### src/rtl/adc_sample_pacer.sv
// adc_sample_pacer
//   Paces samples out of the show-ahead ADC sample FIFO at one sample every
//   TICK_DIV system clocks and converts each word from offset binary to
//   two's complement. The one-cycle sample strobe drives the filter-bank
//   enables. A sample period that finds the FIFO empty is an underrun: it is
//   flagged with a pulse and counted in a saturating counter.
//
// Ports
//   i_clk          system clock
//   i_reset        asynchronous active-low reset
//   i_enable       level; 1 = pacing active, 0 = idle
//   i_clr_cnt      synchronous clear of o_underrun_cnt (wins over increment)
//   i_fifo_data    FIFO show-ahead word, valid while i_fifo_empty = 0
//   i_fifo_empty   FIFO read-side empty flag
//   o_fifo_rdreq   one-cycle read acknowledge for the consumed word
//   o_sample_data  converted signed sample, held between strobes
//   o_sample_valid one-cycle sample strobe
//   o_underrun     one-cycle pulse on a sample period with no data
//   o_underrun_cnt saturating underrun count
//   o_running      high while the pacer is in RUN
module adc_sample_pacer #(
    parameter int unsigned DATA_WIDTH = 12,
    parameter int unsigned TICK_DIV   = 100,
    parameter int unsigned OFFSET     = 2048,
    parameter int unsigned CNT_WIDTH  = 16
) (
    input  logic                         i_clk,
    input  logic                         i_reset,
    input  logic                         i_enable,
    input  logic                         i_clr_cnt,
    input  logic [DATA_WIDTH-1:0]        i_fifo_data,
    input  logic                         i_fifo_empty,
    output logic                         o_fifo_rdreq,
    output logic signed [DATA_WIDTH-1:0] o_sample_data,
    output logic                         o_sample_valid,
    output logic                         o_underrun,
    output logic [CNT_WIDTH-1:0]         o_underrun_cnt,
    output logic                         o_running
);

    localparam int unsigned TW = (TICK_DIV > 2) ? $clog2(TICK_DIV) : 1;
    localparam logic [TW-1:0]         TICK_LAST = TW'(TICK_DIV - 1);
    localparam logic [DATA_WIDTH-1:0] OFFSET_W  = DATA_WIDTH'(OFFSET);

    typedef enum logic [1:0] {
        IDLE,
        PRIME,
        RUN
    } state_t;

    state_t                  state, state_next;
    logic [TW-1:0]           tick_cnt, tick_next;
    logic                    rdreq_next, valid_next, underrun_next;
    logic [DATA_WIDTH-1:0]   data_next;
    logic [CNT_WIDTH-1:0]    cnt_next;
    logic                    tick;

    always_ff @(posedge i_clk or negedge i_reset) begin
        if (!i_reset) begin
            state          <= IDLE;
            tick_cnt       <= '0;
            o_fifo_rdreq   <= 1'b0;
            o_sample_data  <= '0;
            o_sample_valid <= 1'b0;
            o_underrun     <= 1'b0;
            o_underrun_cnt <= '0;
        end else begin
            state          <= state_next;
            tick_cnt       <= tick_next;
            o_fifo_rdreq   <= rdreq_next;
            o_sample_data  <= data_next;
            o_sample_valid <= valid_next;
            o_underrun     <= underrun_next;
            o_underrun_cnt <= cnt_next;
        end
    end

    assign tick      = (state == RUN) && (tick_cnt == TICK_LAST);
    assign o_running = (state == RUN);

    always_comb begin
        state_next    = state;
        tick_next     = tick_cnt;
        rdreq_next    = 1'b0;
        valid_next    = 1'b0;
        underrun_next = 1'b0;
        data_next     = o_sample_data;
        cnt_next      = o_underrun_cnt;

        case (state)
            IDLE: begin
                tick_next = '0;
                if (i_enable) state_next = PRIME;
            end
            PRIME: begin
                tick_next = '0;
                if (!i_fifo_empty) state_next = RUN;
            end
            RUN: begin
                tick_next = tick ? '0 : tick_cnt + 1'b1;
                if (tick) begin
                    if (!i_fifo_empty) begin
                        // Offset binary to two's complement: wrap-around subtract.
                        data_next  = i_fifo_data - OFFSET_W;
                        valid_next = 1'b1;
                        rdreq_next = 1'b1;
                    end else begin
                        underrun_next = 1'b1;
                        if (o_underrun_cnt != '1) cnt_next = o_underrun_cnt + 1'b1;
                    end
                end
            end
            default: state_next = IDLE;
        endcase

        // Dropping enable overrides whatever the tick would have registered.
        if (!i_enable) begin
            state_next    = IDLE;
            tick_next     = '0;
            rdreq_next    = 1'b0;
            valid_next    = 1'b0;
            underrun_next = 1'b0;
            data_next     = o_sample_data;
            cnt_next      = o_underrun_cnt;
        end

        if (i_clr_cnt) cnt_next = '0;
    end

endmodule
### config.mk
export PLATFORM = sky130hd
export DESIGN_NAME = adc_sample_pacer
export DESIGN_NICKNAME = d
export VERILOG_FILES = /design/src/rtl/adc_sample_pacer.sv
export SDC_FILE = /design/constraint.sdc
export NUM_CORES = 1
export LEC_CHECK = 0
export CORE_ASPECT_RATIO = 2
export CORE_MARGIN = 2
export CORE_UTILIZATION = 35
export DETAILED_ROUTE_END_ITERATION = 10
export PLACE_DENSITY = 0.65
export SKIP_CTS_REPAIR_TIMING = 1
export SYNTH_ARGS = -nofsm -noshare
export SYNTH_HDL_FRONTEND = slang
export SYNTH_SLANG_ARGS = --single-unit
### constraint.sdc
create_clock -name i_clk -period 6.7 [get_ports i_clk]
set_clock_uncertainty 0.15 [all_clocks]
set_input_delay 1.005 -clock i_clk [delete_from_list [all_inputs] [get_ports i_clk]]
set_output_delay 1.005 -clock i_clk [all_outputs]
set_load 0.005 [all_outputs]
==> Word-level counts from Yosys, hierarchy flattened <==
Cells that the tools add are included.
{ "totals": {"regBits": 39, "inputBits": 17, "out_inout_bits": 32, "elab_cells": 48} }
{ "classes": {"n_addsub": 3, "eq_ne": 7, "mux": 20, "bitwise": 1, "reduce_logical": 11} }
{ "op_table": {"columns": ["op", "n"], "rows": [
  ["$mux 16", 6],
  ["$add 16x1->16 const B", 1],
  ["$ne 16x16->1 const B", 1],
  ["$mux 7", 2],
  ["$pmux 7 s2", 1],
  ["$sub 12x12->12 const B", 1],
  ["$reduce_bool 2->1", 5],
  ["$mux 1", 8],
  ["$add 7x1->7 const B", 1],
  ["$eq 7x7->1 const B", 1],
  ["$pmux 2 s3", 1],
  ["$reduce_and 5->1", 1],
  ["$mux 2", 2],
  ["$reduce_and 4->1", 1],
  ["$ne 3x2->1 const B", 1],
  ["$ne 3x3->1 const B", 1],
  ["$eq 2x1->1 const B", 1],
  ["$eq 2x2->1 const B", 1],
  ["$logic_not 2->1", 1],
  ["$ne 2x2->1 const B", 1],
  ["$reduce_and 2->1", 1],
  ["$reduce_or 2->1", 1],
  ["$logic_and 1x1->1", 1],
  ["$not 1->1", 1]
]} }

==> Depth between registers and ports, before layout <==
Gate-level depths: netlist of run 1.
{ "depth": {"word_depth": 7, "mapped_depth": 7, "mapped_depth_nobuf": 6} }

==> Worst setup path after synthesis of run 1 <==
No wires, ideal clock.
{ "synth_path": {"path_type": "in2reg", "startpoint": "input i_enable", "endpoint": "register o_underrun_cnt[1]", "setup_ns": 0.126, "t_arrival_ns": 2.346, "required_ns": 6.424, "slack_ns": 4.077, "cell_stages": 6, "path_buffers": 1, "cell_sequence": "and3b_1 > or4b_4 > buf_6 > a21oi_1 > mux2i_1 > nor2_1"} }
{ "synth_via": {"elab_chain_cells": 2} }
{ "synth_lines": {"columns": ["item", "line", "source"], "rows": [
  ["from (decl)", "29", "input logic i_enable,"],
  ["$reduce_bool 2->1 (no source line)", null, null],
  ["$reduce_and 5->1 (no source line)", null, null],
  ["to (signal assigned)", "74", "o_underrun_cnt <= cnt_next;"],
  ["to (decl)", "37", "output logic [CNT_WIDTH-1:0] o_underrun_cnt,"]
]} }
No other way between the ends.
A chain may end at the register's enable or synchronous reset.

==> Final worst setup path of run 1 <==
{ "layout_path": {"startpoint": "input i_enable", "endpoint": "register o_underrun_cnt[5]"} }
Same word-level chain as after synthesis.

==> results.yml, run 1 <==
placed_design:
  placement.io_buffers: 48
  finalWeightedCongestion: 0.801
  place.detailed.hpwl_um: 2820
  post-place-cells: 280
  worst_slack_after_detailed_placement_ns: 3.34
  post_dp_cell_area_um2: 2430
sta:
  final_min_period_over_clock_period: 0.457
  rsz0062_at_grt: "false"
  clock.fmax_ghz: 0.326
  timing.setup.tns_ns: 0
  drv_slew: 0
  relSlewSlack: 0.427
  layout_min_cycle_time_ns: 3.06
  final_setup_violation_count: 0
  finalHoldViolCount: 0
  worst_slew_pin_slew_ns: 0.860
  layout_setup_ws_ns: 3.64
clocking:
  cts_sinks: 39
  cts_tree: "done"
  cts_root_buf: "sky130_fd_sc_hd__clkbuf_8"
  cts-buffers-inserted: 5
  cts_max_path_buffers: 2
  cts_max_level: 2
  clk_transition_reported_paths_ns: 0.08
  worstSkewPairLatency_ns: 0.30
die:
  ioPinCount: 49
  die_x_um: 56.2
  die_y_um: 108
  area_of_the_core_um2: 5330
  dieArea_um2: 6090
  fp-row-count: 38
  floorplan.initialDensity: 0.358
worst_setup_path:
  regToRegEndpoint: "o_underrun_cnt[5]"
  crit_start: "i_enable"
  crit_path_max_incr_delay_ns: 0.58
  crit_path_end: "o_underrun_cnt[5]"
  cp_num_cells: 6
  critPathMaxFanout: 12
  critical_path.slowest_cell: "sky130_fd_sc_hd__or4b_4"
  worstPathCellList: "clkdlybuf4s50_1 > and3b_1 > or4b_4 > a2111oi_1 > xnor2_1 > nor2_1"
  startpoint_type: "input pin"
  cp_top_family: "simple AND/OR/NAND/NOR gates"
  rr_startpoint: "tick_cnt[3]"
  worst-endpoint-required_ns: 6.71
  crit_path_category: "in -> reg"
  timing.reg2reg.worst_path_depth: 5
  path_buf_inv: 1
  setup_slack_of_the_most_critical_reg_to_reg_path_ns: 4.11
  cp_data_arrival_time_ns: 3.07
  end_kind: "flip-flop"
synth:
  synth.top_cell.area_share: 0.511
  synth.cell_area_um2: 1910
  ys_dominant_reg_cell: "sky130_fd_sc_hd__dfrtp_1"
  mappedNetlistNets: 196
  postSynthCellCount: 177
  yosys_register_bits: 39
  netlist_top_cells_area: "sky130_fd_sc_hd__dfrtp_1 (51%), sky130_fd_sc_hd__mux2_2 (6.5%), sky130_fd_sc_hd__xnor2_1 (4.6%)"
  synth_cell_type_count: 42
  mean_instance_size_in_the_synthesized_netlist_um2: 10.8
  edff_count_synth: 0
  yosys_warnings: 0
  synthDominantAreaCellType: "sky130_fd_sc_hd__dfrtp_1"
  post-synth-top-count-cell: "sky130_fd_sc_hd__dfrtp_1"
  ys_seq_area_frac: 0.511
  yosys-top-cells-count: "sky130_fd_sc_hd__dfrtp_1 (39), sky130_fd_sc_hd__nor2_1 (20), sky130_fd_sc_hd__mux2_2 (11), sky130_fd_sc_hd__nand3_1 (10), sky130_fd_sc_hd__xnor2_1 (10)"
  async_reset_ff_frac: 1.00
cells_and_area:
  final_cells: 288
  fillers: 506
  synth_to_layout_area_growth_pct: 31.9
  num_antenna_cells: 0
  seqCellArea_um2: 976
  drive_above_1_share: 0.127
  final_nets: 246
  multiInputGateArea_um2: 867
  post-route-cell-area_um2: 2520
power_and_ir_drop:
  power.leakage_nw: 1.01
  power.share.switching: 0.225
  netSwitchingPower_mw: 0.0927
  p_per_area_nw_per_um2: 164
  p_int_mw: 0.320
  power.share.clock: 0.374
  ir_drop_uv: 163
  p_comb_frac: 0.048
  part_of_the_power_in_registers: 0.578
global_routing:
  overflow: 0
  grt_max_degree: 40
  first_global_vias: 1563
  first_pass_grt_wire_length_um: 7040
  grt_antenna_before_repair: 0
  grt_util_all_layers: 0.146
status:
  run_status: "complete, no violations"
route:
  antenna_violating_nets_post_route: 0
  remaining_drc_errors: 0
  detailedRoute.firstIterationViolations: 36
  drt-vias-per-instance: 5.31
  overall_via_count_from_detail_route: 1529
  dr.pass1.iters: 4
  wire_per_inst_um: 13.9
  postRouteWirelength_um: 3990
worst_hold_path:
  timing.hold.worst.class: "reg -> reg"
  timing.hold.worst.start: "state[1]"
flow_run:
  drv.max_cap_violation_count: 0
## worst min-delay path by stage
stage	to	depth (start not counted)
floorplan	state[0]	1
global placement	o_sample_data[10]	1
detailed placement	o_sample_data[4]	1
CTS	state[0]	1
global route	o_sample_data[4]	1
finish	state[0]	1
## per-stage QoR
stage	hold WS, ns	power (mW)	util
5_1_grt	0.387	0.431	0.473
3_5_place_dp	0.350	0.263	0.457
4_1_cts	0.362	0.420	0.473
2_1_floorplan	0.320	0.248	-
6_report	0.359	0.412	0.473
3_3_place_gp	0.339	0.263	0.457
## layout by cell type (no fill, tap or decap), types with 2 or more instances in the layout
cell                              instances
sky130_fd_sc_hd__clkdlybuf4s50_1         47
sky130_fd_sc_hd__dfrtp_1                 39
sky130_fd_sc_hd__nor2_1                  20
sky130_fd_sc_hd__mux2_2                  11
sky130_fd_sc_hd__nand3_1                 10
sky130_fd_sc_hd__xnor2_1                 10
sky130_fd_sc_hd__nand2_1                  8
sky130_fd_sc_hd__inv_1                    7
sky130_fd_sc_hd__nor3_1                   7
sky130_fd_sc_hd__o21ai_0                  7
sky130_fd_sc_hd__a21oi_1                  6
sky130_fd_sc_hd__nand4_1                  6
sky130_fd_sc_hd__clkbuf_8                 5
sky130_fd_sc_hd__mux2i_1                  4
sky130_fd_sc_hd__a21o_1                   3
sky130_fd_sc_hd__and3_1                   3
sky130_fd_sc_hd__a211oi_1                 3
sky130_fd_sc_hd__or4b_4                   2
sky130_fd_sc_hd__nand2b_1                 2
sky130_fd_sc_hd__a2111oi_2                2
sky130_fd_sc_hd__ha_1                     2
sky130_fd_sc_hd__clkbuf_1                 2
sky130_fd_sc_hd__buf_4                    2
## layer usage
| layer | GRT usage | routed length [µm] | up-vias | share of wire |
|---|---|---|---|---|
| li1 | - | - | 736 | - |
| met4 | 0.0663 | 81 | 0 | 0.020 |
| met2 | 0.228 | 1780 | 51 | 0.45 |
| met1 | 0.182 | 1830 | 735 | 0.46 |
| met3 | 0.0478 | 301 | 7 | 0.075 |
| met5 | 0 | 0 | - | 0 |
## state kept, by name, summed over array words and instances, names as in the netlist
signal and cells:
o_underrun_cnt 16, o_sample_data 12, tick_cnt 7, state 2, o_sample_valid 1, o_underrun 1
## area by class of cell
cell class              instances  share of cell area
flip-flops and latches         39               0.388
clock buffers                   7              0.0303
well taps                      60              0.0298
repair buffers                 50               0.195
inverters                       7              0.0104
multi-input cells             124               0.345
clock inverters                 1             0.00199
## power by group through the flow
| stage | combinational, mW | sequential, mW | clock (mW) |
|---|---|---|---|
| after floorplan | 0.00592 | 0.242 | 0 |
| after global placement | 0.0200 | 0.243 | 0 |
| after detailed placement | 0.0205 | 0.243 | 0 |
| after CTS | 0.0205 | 0.238 | 0.161 |
| after global routing | 0.0225 | 0.238 | 0.170 |
| final | 0.0199 | 0.238 | 0.154 |
## worst reg2reg max path: stages, from the launching register on
cell and delay (ns):
sky130_fd_sc_hd__dfrtp_1 0.42, sky130_fd_sc_hd__or4b_4 0.56, sky130_fd_sc_hd__or4b_4 0.61, sky130_fd_sc_hd__a2111oi_1 0.49, sky130_fd_sc_hd__xnor2_1 0.17, sky130_fd_sc_hd__nor2_1 0.05
## cells by family after synthesis
| group | Yosys count | synth area share |
|---|---|---|
| AOI/OAI and AO/OA | 28 | 0.116 |
| xor gates and xnor gates | 11 | 0.0505 |
| adders and majority gates | 2 | 0.0131 |
| buffers and inverters | 14 | 0.0341 |
| DFF | 39 | 0.511 |
| muxes | 15 | 0.0859 |
| and+or+nand+nor | 68 | 0.189 |
Note: power is estimated with default switching activity, not from simulation.
==> inputs of run 2 (changes only) <==
Settings changed: PLACE_DENSITY 0.65 to 0.68.
Clock period 6.7 ns to 2.5 ns, I/O delays scaled along.
==> run 2 against run 1 <==
Compared with the run above: critical endpoint is now o_underrun_cnt[15]; register-to-register slack got worse by 4.1 ns; via count rose by 5.3%; count of clock-buffer cells in the layout rose by 1; first-iteration DRC count rose by 14%; clock power rose to 3.0 times the previous value; total power rose to 2.8 times the previous value; critical path depth rose by 1; hold slack got worse by 0.30 ns; highest routed layer unchanged; worst setup slack got worse by 3.6 ns.
==> results.yml, run 2 (synthesis results as in run 1) <==
status:
  run_status: "complete, no violations"
global_routing:
  first_global_vias: 1701
  grt_max_degree: 40
  grt_util_all_layers: 0.148
  overflow: 0
  first_pass_grt_wire_length_um: 7290
  grt_antenna_before_repair: 0
flow_run:
  drv.max_cap_violation_count: 0
clocking:
  cts_max_level: 2
  worstSkewPairLatency_ns: 0.29
  cts-buffers-inserted: 5
  cts_sinks: 39
  cts_tree: "done"
  cts_root_buf: "sky130_fd_sc_hd__clkbuf_8"
  cts_max_path_buffers: 2
  clk_transition_reported_paths_ns: 0.08
worst_setup_path:
  crit_path_category: "reg -> reg"
  most_common_cell_type_on_the_critical_path: "sky130_fd_sc_hd__or4b_4"
  path_buf_inv: 2
  worstPathCellList: "or4b_4 > or4b_4 > buf_6 > a211oi_2 > buf_4 > a21o_1 > a21oi_1"
  end_kind: "flip-flop"
  cp_top_family: "simple AND/OR/NAND/NOR gates"
  crit_path_max_incr_delay_ns: 0.56
  critical_path.slowest_cell: "sky130_fd_sc_hd__or4b_4"
  cp_data_arrival_time_ns: 2.43
  startpoint_type: "flip-flop"
  worst-endpoint-required_ns: 2.49
  critPathMaxFanout: 6
route:
  wire_per_inst_um: 13.7
  postRouteWirelength_um: 4130
  detailedRoute.firstIterationViolations: 41
  remaining_drc_errors: 0
  overall_via_count_from_detail_route: 1610
  drt-vias-per-instance: 5.33
  antenna_violating_nets_post_route: 0
  dr.pass1.iters: 4
sta:
  clock.fmax_ghz: 0.409
  layout_min_cycle_time_ns: 2.44
  finalHoldViolCount: 0
  worst_slew_pin_slew_ns: 0.881
  relSlewSlack: 0.413
  final_min_period_over_clock_period: 0.977
  final_setup_violation_count: 0
  final.hold.worst_slack_ns: 0.0552
  rsz0062_at_grt: "true"
  drv_slew: 0
cells_and_area:
  most-common-layout-cells: "sky130_fd_sc_hd__clkdlybuf4s50_1 (47), sky130_fd_sc_hd__dfrtp_1 (39), sky130_fd_sc_hd__nor2_1 (20)"
  synth_to_layout_area_growth_pct: 41.1
  post-route-cell-area_um2: 2690
  layout_commonest_cell: "sky130_fd_sc_hd__clkdlybuf4s50_1"
  register_with_the_most_flip_flops: "o_underrun_cnt"
  max_reg_flops: 16
  biggestRegsByFlops: "o_underrun_cnt: 16 flops, o_sample_data: 12 flops, tick_cnt: 7 flops"
  finish.utilization: 0.506
  final_nets: 260
  num_antenna_cells: 0
  drive_above_1_share: 0.194
  fillers: 503
die:
  area_of_the_core_um2: 5330
  dieArea_um2: 6090
  die_x_um: 56.2
  fp-row-count: 38
  floorplan.initialDensity: 0.358
  die_y_um: 108
  ioPinCount: 49
power_and_ir_drop:
  ir_drop_uv: 468
  p_per_area_nw_per_um2: 431
  power.leakage_nw: 1.09
placed_design:
  finalWeightedCongestion: 0.773
  post_dp_cell_area_um2: 2540
  place.detailed.hpwl_um: 2890
  placement.io_buffers: 48
worst_hold_path:
  timing.hold.worst.class: "in -> async"
-- run 2: changes by cell type in the layout (fill, tap and decap cells not counted), sizes merged --
cell	previous run	this run
clkbuf	7	8
clkinv	1	0
buf	3	17
-- run 2: stage by stage --
stage          setup WS, ns  setup TNS, ns  power, mW  std cells
6_report             0.0573              0       1.16        302
2_1_floorplan        0.0757              0      0.664        177
4_1_cts              0.0209              0       1.18        302
3_3_place_gp        -0.0232        -0.0619      0.709        294
5_1_grt             -0.0250        -0.0689       1.21        302
3_5_place_dp        -0.0501         -0.220      0.710        294
-- run 2: layer usage --
metal | share of wire | vias up | track usage
li1 | - | 763 | -
met1 | 0.42 | 773 | 0.170
met2 | 0.49 | 65 | 0.248
met3 | 0.068 | 9 | 0.0455
met4 | 0.019 | 0 | 0.0680
met5 | 0 | - | 0
-- run 2: area by class of cell --
class	count	area, µm²	share of cell area
Tap cell	60	75.1	0.0279
Clock buffer	8	100	0.0372
Inverter	7	26.3	0.00976
Sequential cell	39	976	0.362
Multi-Input combinational cell	124	916	0.340
Timing Repair Buffer	64	599	0.223
-- run 2: power breakdown --
| group | internal (mW) | switching [mW] |
|---|---|---|
| Clock | 0.252 | 0.213 |
| Sequential | 0.633 | 0.00498 |
| Combinational | 0.0307 | 0.0272 |
| Total | 0.916 | 0.245 |
-- run 2: path summary, 6_finish.rpt --
kind                                  start            endpoint  slack, ns  cells after the start
setup / recovery                tick_cnt[3]  o_underrun_cnt[15]       0.06                      7
hold / removal                      i_reset  o_underrun_cnt[13]       0.06                      1
setup reg to reg                tick_cnt[3]  o_underrun_cnt[15]       0.06                      7
hold reg to reg            o_sample_data[0]    o_sample_data[0]       0.36                      1
max in group asynchronous           i_reset    o_sample_data[7]       1.59                      1
min in group i_clk         o_sample_data[0]    o_sample_data[0]       0.36                      1
==> inputs of run 3 (changes only) <==
Settings changed: DONT_BUFFER_PORTS set to 1, GPL_TIMING_DRIVEN set to 0, PLACE_DENSITY 0.68 to 0.56.
==> run 3 against run 2 <==
Compared with the run above: sequential power barely moved; critical endpoint is now o_underrun_cnt[12]; non-clock buffer count fell by 53; final cell count fell by 18%; critical path type unchanged; global-route usage fell by 1.3 points; hold slack got worse by 0.044 ns.
==> results.yml, run 3 (synthesis results as in run 1) <==
placed_design:
  placement.io_buffers: 0
  worst_slack_after_detailed_placement_ns: -0.201
  place.detailed.hpwl_um: 2690
  finalWeightedCongestion: 0.746
  post_dp_cell_area_um2: 1980
sta:
  final_min_period_over_clock_period: 0.997
  final.hold.worst_slack_ns: 0.0111
  finalHoldViolCount: 0
  drv_slew: 0
  worst_slew_pin_slew_ns: 0.457
  clock.fmax_ghz: 0.401
  relSlewSlack: 0.694
  timing.setup.tns_ns: 0
  rsz0062_at_grt: "true"
  layout_setup_ws_ns: 0.00629
  final_setup_violation_count: 0
  layout_min_cycle_time_ns: 2.49
cells_and_area:
  layout_commonest_cell: "sky130_fd_sc_hd__dfrtp_1"
  fillers: 520
  post-route-cell-area_um2: 2250
  max_reg_flops: 16
  biggestRegsByFlops: "o_underrun_cnt: 16 flops, o_sample_data: 12 flops, tick_cnt: 7 flops"
  synth_to_layout_area_growth_pct: 18.0
  seqCellArea_um2: 976
  drive_above_1_share: 0.212
  most-common-layout-cells: "sky130_fd_sc_hd__dfrtp_1 (39), sky130_fd_sc_hd__nor2_1 (20), sky130_fd_sc_hd__mux2_2 (11)"
  multiInputGateArea_um2: 951
  num_antenna_cells: 0
  register_with_the_most_flip_flops: "o_underrun_cnt"
  final_nets: 207
die:
  floorplan.initialDensity: 0.358
  die_y_um: 108
  fp-row-count: 38
  dieArea_um2: 6090
  ioPinCount: 49
  area_of_the_core_um2: 5330
  die_x_um: 56.2
route:
  drt-vias-per-instance: 5.56
  remaining_drc_errors: 0
  dr.pass1.iters: 4
  postRouteWirelength_um: 3860
  wire_per_inst_um: 15.5
  overall_via_count_from_detail_route: 1385
  detailedRoute.firstIterationViolations: 49
  antenna_violating_nets_post_route: 0
worst_setup_path:
  most_common_cell_type_on_the_critical_path: "sky130_fd_sc_hd__or4b_4"
  end_kind: "flip-flop"
  cp_data_arrival_time_ns: 2.52
  crit_path_category: "reg -> reg"
  startpoint_type: "flip-flop"
  setup_slack_of_the_most_critical_reg_to_reg_path_ns: 0.006
  critPathMaxFanout: 10
  crit_path_max_incr_delay_ns: 0.55
  worstPathCellList: "or4b_4 > or4b_4 > buf_12 > a2111oi_4 > xnor2_1 > nor2_1"
  cp_top_family: "simple AND/OR/NAND/NOR gates"
  critical_path.slowest_cell: "sky130_fd_sc_hd__or4b_4"
  worst-endpoint-required_ns: 2.52
  path_buf_inv: 1
clocking:
  cts-buffers-inserted: 5
  cts_max_path_buffers: 2
  worstSkewPairLatency_ns: 0.30
  cts_root_buf: "sky130_fd_sc_hd__clkbuf_8"
  cts_sinks: 39
  cts_max_level: 2
  clk_transition_reported_paths_ns: 0.08
  cts_tree: "done"
power_and_ir_drop:
  total_power_mw: 1.23
  power.leakage_nw: 0.932
  p_per_area_nw_per_um2: 546
  ir_drop_uv: 360
worst_hold_path:
  timing.hold.worst.class: "in -> reg"
global_routing:
  overflow: 0
  first_pass_grt_wire_length_um: 6520
  grt_util_all_layers: 0.135
  grt_max_degree: 40
  first_global_vias: 1370
  grt_antenna_before_repair: 0
status:
  run_status: "complete, no violations"
flow_run:
  drv.max_cap_violation_count: 0
[run 3: per-layer routing]
layer | GRT usage | vias to the layer above | routed length [µm]
li1 | - | 657 | -
met1 | 0.175 | 669 | 1750
met2 | 0.209 | 53 | 1760
met3 | 0.0478 | 6 | 304
met4 | 0.0459 | 0 | 50
met5 | 0 | - | 0
[run 3: worst paths after layout]
check,startpoint,end,cells past startpoint
worst max-delay path,tick_cnt[3],o_underrun_cnt[12],6
worst min-delay path,i_fifo_data[11],o_sample_data[11],1
worst max register to register,tick_cnt[3],o_underrun_cnt[12],6
worst min register to register,state[1],state[0],1
max in group asynchronous,i_reset,tick_cnt[3],2
min in group asynchronous,i_reset,o_underrun_cnt[8],2
[run 3: final cells by class]
class	count	area share
tap	60	0.0333
clock inverter	2	0.0156
sequential	39	0.433
buffer	7	0.0228
multi-input combinational	124	0.422
clock buffer	6	0.0367
timing repair buffer	4	0.0244
inverter	7	0.0117
[run 3: per-stage QoR]
stage / std cells / utilization
finish: 249 / 0.423
global route: 249 / 0.423
CTS: 245 / 0.395
detailed placement: 237 / 0.372
global placement: 237 / 0.372
floorplan: 177 / -
[run 3: power by group]
part           switching [mW]  leakage, nW  internal, mW  total (mW)
Clock                   0.231       0.0612         0.323       0.554
Combinational          0.0264        0.333        0.0131      0.0395
Sequential            0.00233        0.538         0.633       0.635
Total                   0.260        0.932         0.969        1.23
